File: config.mk
export PLATFORM = sky130hd
export DESIGN_NAME = rooth_inst_loader
export DESIGN_NICKNAME = d
export VERILOG_FILES = /design/src/rtl/rooth_inst_loader_pkg.sv /design/src/rtl/rooth_byte_packer.sv /design/src/rtl/rooth_inst_loader.sv
export SDC_FILE = /design/constraint.sdc
export NUM_CORES = 1
export LEC_CHECK = 0
export CAP_MARGIN = 20
export CORE_MARGIN = 1
export CORE_UTILIZATION = 30
export DETAILED_ROUTE_END_ITERATION = 6
export GPL_ROUTABILITY_DRIVEN = 0
export HOLD_SLACK_MARGIN = 0.08
export PLACE_DENSITY_LB_ADDON = 0.15
export SETUP_SLACK_MARGIN = 0.02
export SLEW_MARGIN = 20
export SYNTH_ARGS = -nofsm -noshare
export SYNTH_HDL_FRONTEND = slang
export SYNTH_HIERARCHICAL = 1
export SYNTH_SLANG_ARGS = --single-unit
export TNS_END_PERCENT = 20
File: constraint.sdc
create_clock -name clk -period 7 [get_ports clk]
set_input_delay 1.05 -clock clk [delete_from_list [all_inputs] [get_ports clk]]
set_output_delay 1.05 -clock clk [all_outputs]
set_load 0.05 [all_outputs]
File: src/rtl/rooth_inst_loader_pkg.sv
// Shared constants for the rooth instruction boot loader: sync marker,
// loader FSM encodings and the core word width.
package rooth_inst_loader_pkg;

  localparam int CPU_WIDTH = 32;

  localparam logic [7:0] LDR_SYNC = 8'hA5;

  localparam logic [2:0] LDR_IDLE = 3'd0;
  localparam logic [2:0] LDR_LEN0 = 3'd1;
  localparam logic [2:0] LDR_LEN1 = 3'd2;
  localparam logic [2:0] LDR_DATA = 3'd3;
  localparam logic [2:0] LDR_CSUM = 3'd4;
  localparam logic [2:0] LDR_DONE = 3'd5;
  localparam logic [2:0] LDR_ERR  = 3'd6;

endpackage

File: src/rtl/rooth_byte_packer.sv
// Assembles payload bytes into little-endian words and keeps the 8-bit
// running payload sum used for the frame checksum.
module rooth_byte_packer
  import rooth_inst_loader_pkg::*;
(
  input  logic                 clk,
  input  logic                 rst_n,
  input  logic                 clear,
  input  logic                 byte_valid,
  input  logic [7:0]           byte_data,
  output logic                 last_lane,
  output logic                 word_valid,
  output logic [CPU_WIDTH-1:0] word,
  output logic [7:0]           sum
);

  logic [1:0]           lane;
  logic [CPU_WIDTH-1:0] pack;

  assign last_lane = (lane == 2'd3);

  always_ff @(posedge clk) begin
    if (!rst_n) begin
      lane       <= '0;
      pack       <= '0;
      word       <= '0;
      word_valid <= 1'b0;
      sum        <= '0;
    end else begin
      // NOTE: word_valid defaults low each cycle so it can only ever be a single-cycle pulse.
      word_valid <= 1'b0;
      if (clear) begin
        lane <= '0;
        pack <= '0;
        sum  <= '0;
      end else if (byte_valid) begin
        pack[{lane, 3'b000} +: 8] <= byte_data;
        sum  <= sum + byte_data;
        lane <= lane + 2'd1;
        if (last_lane) begin
          word_valid <= 1'b1;
          word       <= {byte_data, pack[23:0]};
        end
      end
    end
  end

endmodule

File: src/rtl/rooth_inst_loader.sv
// Framed byte-stream boot loader: writes a checksummed image into instruction
// memory and releases the rooth core from reset once the image verifies.
module rooth_inst_loader
  import rooth_inst_loader_pkg::*;
#(
  parameter int         IM_AW     = 12,
  parameter logic [7:0] SYNC_BYTE = LDR_SYNC
) (
  input  logic                 clk,
  input  logic                 rst_n,
  input  logic                 rx_valid,
  input  logic [7:0]           rx_data,
  output logic                 rx_ready,
  output logic                 im_we,
  output logic [IM_AW-1:0]     im_addr,
  output logic [CPU_WIDTH-1:0] im_wdata,
  output logic                 core_rst_n,
  output logic                 load_done,
  output logic                 load_err
);

  logic [2:0]       state;
  logic [7:0]       len_lo;
  logic [15:0]      len;
  logic [IM_AW:0]   word_cnt;
  logic [IM_AW:0]   word_next;
  logic [IM_AW-1:0] addr_q;
  logic [15:0]      len_in;
  logic             len_too_big;
  logic             last_word;
  logic [7:0]       csum_total;

  logic                 accept;
  logic                 pk_clear;
  logic                 pk_valid;
  logic                 pk_last;
  logic                 pk_word_valid;
  logic [CPU_WIDTH-1:0] pk_word;
  logic [7:0]           pk_sum;

  assign rx_ready = rst_n && (state != LDR_DONE);
  assign accept   = rx_valid && rx_ready;

  // The sum is also cleared for zero-length frames, which skip DATA entirely.
  assign pk_clear = accept && (state == LDR_LEN1);
  assign pk_valid = accept && (state == LDR_DATA);

  assign len_in      = {rx_data, len_lo};
  assign len_too_big = {1'b0, len_in} > (17'd1 << IM_AW);
  assign word_next   = word_cnt + 1'b1;
  assign last_word   = (17'(word_next) == {1'b0, len});
  assign csum_total  = pk_sum + rx_data;

  rooth_byte_packer u_packer (
    .clk        (clk),
    .rst_n      (rst_n),
    .clear      (pk_clear),
    .byte_valid (pk_valid),
    .byte_data  (rx_data),
    .last_lane  (pk_last),
    .word_valid (pk_word_valid),
    .word       (pk_word),
    .sum        (pk_sum)
  );

  always_ff @(posedge clk) begin
    if (!rst_n) begin
      state    <= LDR_IDLE;
      len_lo   <= '0;
      len      <= '0;
      word_cnt <= '0;
      addr_q   <= '0;
    end else if (accept) begin
      case (state)
        LDR_IDLE: if (rx_data == SYNC_BYTE) state <= LDR_LEN0;
        LDR_LEN0: begin
          len_lo <= rx_data;
          state  <= LDR_LEN1;
        end
        LDR_LEN1: begin
          len      <= len_in;
          word_cnt <= '0;
          if (len_in == 16'd0)  state <= LDR_CSUM;
          else if (len_too_big) state <= LDR_ERR;
          else                  state <= LDR_DATA;
        end
        LDR_DATA: begin
          // Payload bytes equal to the sync marker are data; no resync mid-frame.
          if (pk_last) begin
            addr_q   <= word_cnt[IM_AW-1:0];
            word_cnt <= word_next;
            if (last_word) state <= LDR_CSUM;
          end
        end
        LDR_CSUM: state <= (csum_total == 8'd0) ? LDR_DONE : LDR_ERR;
        LDR_ERR:  if (rx_data == SYNC_BYTE) state <= LDR_LEN0;
        default:  state <= state;
      endcase
    end
  end

  assign im_we      = pk_word_valid;
  assign im_addr    = addr_q;
  assign im_wdata   = pk_word;
  assign load_done  = rst_n && (state == LDR_DONE);
  assign core_rst_n = rst_n && (state == LDR_DONE);
  assign load_err   = rst_n && (state == LDR_ERR);

endmodule

==> results.py <==
metrics = {
    "status": {
        "status": "finished, final reports clean",
    },
    "place": {
        "port_buffers": 59,
        "dpl.cell_count": 983,
        "place_ws_ns": 2.58,
        "dp_hpwl_um": 10100,
    },
    "die": {
        "die_w_um": 143,
        "start_util": 0.307,
        "boundaryPins": 60,
        "die_area_um2": 20500,
        "coreArea_um2": 19500,
        "die_y_um": 143,
        "rows": 51,
    },
    "sta": {
        "worst_slack_ns": 3.02,
        "relSlewSlack": 0.322,
        "fin_skew_ns": 0.00695,
        "setup_viol_count_final": 0,
        "setup_tns_ns": 0,
        "post-route-period-util": 0.568,
        "worst_pin_slew_ns": 1.01,
        "grt_setup_unrepaired": "no",
        "fmaxAchievable_ghz": 0.251,
        "hold_viol": 0,
        "fin_crit_ns": 3.98,
        "slew_viol_final": 0,
    },
    "power": {
        "intPower_uw": 1330,
        "pwr-share-clk": 0.553,
        "swShare": 0.206,
        "pwr_density_cell_nw_per_um2": 226,
        "vdd_ir_drop_max_mv": 0.160,
        "p_leak_uw": 0.00258,
        "total_power_uw": 1670,
        "power_switching_uw": 344,
        "pwr-share-comb": 0.038,
        "p_seq_frac": 0.409,
    },
    "clock_network": {
        "cts_sinks": 119,
        "htree_levels": 4,
        "cts_root_buffer": "clkbuf_16",
        "cts.path.max_buffers": 2,
        "path_clk_slew_ns": 0.05,
        "numCtsBuffers": 17,
        "post_cts_buffers": 0,
        "clk_latency_ns": 0.41,
        "hold_buffers": 0,
        "cts_tree": "done",
        "cts-resized-gates": 0,
    },
    "worst_setup_path": {
        "reg2reg_to": "u_packer/sum[6]$_SDFFE_PP0P_",
        "worstPathRequired_ns": 5.95,
        "critPathLaunchType": "input pin",
        "worst_ep_arrival_time_ns": 2.93,
        "crit_fanout": 91,
        "max_stage_delay_ns": 0.82,
        "worstSetupPathType": "in2out",
        "critPathSlowestCell": "clkdlybuf4s50_1",
        "r2r_setup_slack_ns": 3.84,
        "cp-end-kind": "output pin",
        "reg2reg_depth": 8,
        "crit_chain": "buf_2 > buf_4 > and4_1 > clkdlybuf4s50_1",
        "rr_startpoint": "state[1]$_SDFFE_PN0P_",
    },
    "synthesis": {
        "ys_async_sr_fraction": 0,
        "avgSynthCellArea_um2": 8.65,
        "ys.flop_type": "dfxtp_1",
        "synth_warnings": 6,
        "synth.cell_area_um2": 5990,
        "synth_cell_types": 75,
        "ys_ff_latch": 119,
        "ys_seq_area_frac": 0.397,
        "synth_edf_count": 0,
        "synth_nets": 726,
        "syn_inst": 693,
    },
    "drt": {
        "post-route-drc-count": 0,
        "drt_iter0_markers": 230,
        "via_per_inst": 4.96,
        "vias": 5031,
        "firstDrtPassIters": 5,
        "wl_per_cell_um": 14.6,
        "wl_um": 14900,
        "detail-route-antenna-nets": 0,
    },
    "hold_path": {
        "holdPathEnd": "u_packer/word[5]$_SDFFE_PN0P_",
        "hp-start": "u_packer/word[5]$_SDFFE_PN0P_",
        "hp-class": "reg2reg",
        "holdPathStages": 2,
    },
    "global_routing": {
        "grt_usage": 0.156,
        "grt_max_degree": 92,
        "grt_most_used_layer": "met2",
        "use_met3": 0.0437,
        "grt_pass1_vias": 4956,
        "antenna_found_initial": 0,
        "grt_pass1_wl_um": 24800,
        "use_met1": 0.201,
        "use_met2": 0.251,
        "overflow": 0,
    },
    "cells_and_area": {
        "final_cells": 1015,
        "multi_input_area_um2": 3330,
        "final_common_cell": "nand2_1",
        "final_nets": 770,
        "fin_util": 0.378,
        "syn2layout_area_growth_pct": 23.3,
        "final_cell_mix": "146 x nand2_1, 119 x dfxtp_1, 58 x clkdlybuf4s50_1, 45 x nor2_1, 34 x a21boi_1",
        "drive_gt1_frac": 0.0800,
        "diodes": 0,
        "regArea_um2": 2380,
        "nFillCells": 2001,
    },
    "job": {
        "max-cap-violations": 0,
    },
}
## metal layers
metal	routed length, um	vias to the layer above
met5	0	-
met4	131	0
met1	7240	2421
met2	6990	86
li1	-	2513
met3	508	11
## power by group through the flow
| stage | registers (uW) | clock network [uW] | logic, uW |
|---|---|---|---|
| finish | 683 | 925 | 63.4 |
| global route | 683 | 982 | 69.8 |
| CTS | 682 | 946 | 64.1 |
| detailed placement | 697 | 0 | 64.2 |
| global placement | 697 | 0 | 62.7 |
| floorplan | 695 | 0 | 39.1 |
## state kept, by name, summed over array words and instances (netlist names)
signal               flops
word_cnt                13
state                    3
im_addr                 12
u_packer/lane            2
len                     16
u_packer/pack           24
u_packer/sum             8
u_packer/word_valid      1
len_lo                   8
u_packer/word           32
## area by class of cell
| type | count | area share |
|---|---|---|
| Multi-Input combinational cell | 516 | 0.450 |
| Sequential cell | 119 | 0.322 |
| Timing Repair Buffer | 66 | 0.0884 |
| Clock buffer | 24 | 0.0652 |
| Tap cell | 265 | 0.0449 |
| Clock inverter | 8 | 0.0195 |
| Inverter | 17 | 0.00931 |
## worst max-delay path: cells and delay by family
kind	cells	cell delay (ns)
buffers and inverters	3	1.44
and+or+nand+nor	1	0.35
## per-stage QoR
stage	cell area (um2)	hold WS, ns
2_1_floorplan	5990	0.431
3_3_place_gp	6730	0.448
3_5_place_dp	6760	0.445
4_1_cts	7390	0.453
5_1_grt	7390	0.476
6_report	7390	0.450
## logic make-up (layout without fill, tap and decap cells)
kind of cell             after synthesis  in the layout  share of synthesized area
flip-flops                           119            119                      0.397
AO/OA/AOI/OAI                        167            167                      0.204
XOR/XNOR                              19             19                     0.0278
buffers and inverters                 58            115                     0.0482
AND/OR/NAND/NOR                      291            291                      0.245
multiplexers                          17             17                     0.0288
adder cells (fa/ha/maj)               22             22                     0.0484
## worst max path at each step
stage	endpoint	startpoint
2_1_floorplan	rx_ready	rst_n
3_3_place_gp	u_packer/sum[6]$_SDFFE_PP0P_	rst_n
3_5_place_dp	u_packer/sum[6]$_SDFFE_PP0P_	rst_n
4_1_cts	load_err	rst_n
5_1_grt	u_packer/sum[6]$_SDFFE_PP0P_	rst_n
6_report	load_err	rst_n
## cell usage after synthesis (5+ instances only)
| master | count | area [um2] |
|---|---|---|
| nor3_1 | 13 | 65.1 |
| clkbuf_1 | 24 | 90.1 |
| nand3_1 | 14 | 70.1 |
| xnor2_1 | 14 | 123 |
| nor2b_1 | 20 | 125 |
| nor2_1 | 45 | 169 |
| or3_1 | 6 | 37.5 |
| a21boi_0 | 32 | 240 |
| ha_1 | 20 | 250 |
| o21ai_0 | 17 | 85.1 |
| mux2i_1 | 15 | 150 |
| nor3b_1 | 5 | 37.5 |
| dfxtp_1 | 119 | 2380 |
| a21boi_1 | 34 | 255 |
| buf_6 | 5 | 56.3 |
| buf_2 | 6 | 30.0 |
| a21oi_1 | 11 | 55.1 |
| inv_1 | 14 | 52.6 |
| a22oi_1 | 26 | 195 |
| o21a_1 | 5 | 37.5 |
| xor2_1 | 5 | 43.8 |
| nand2_1 | 146 | 548 |
| a211oi_1 | 5 | 37.5 |
| nand2b_1 | 5 | 31.3 |
| nor4_1 | 7 | 43.8 |
(Power assumes the default switching activity.)
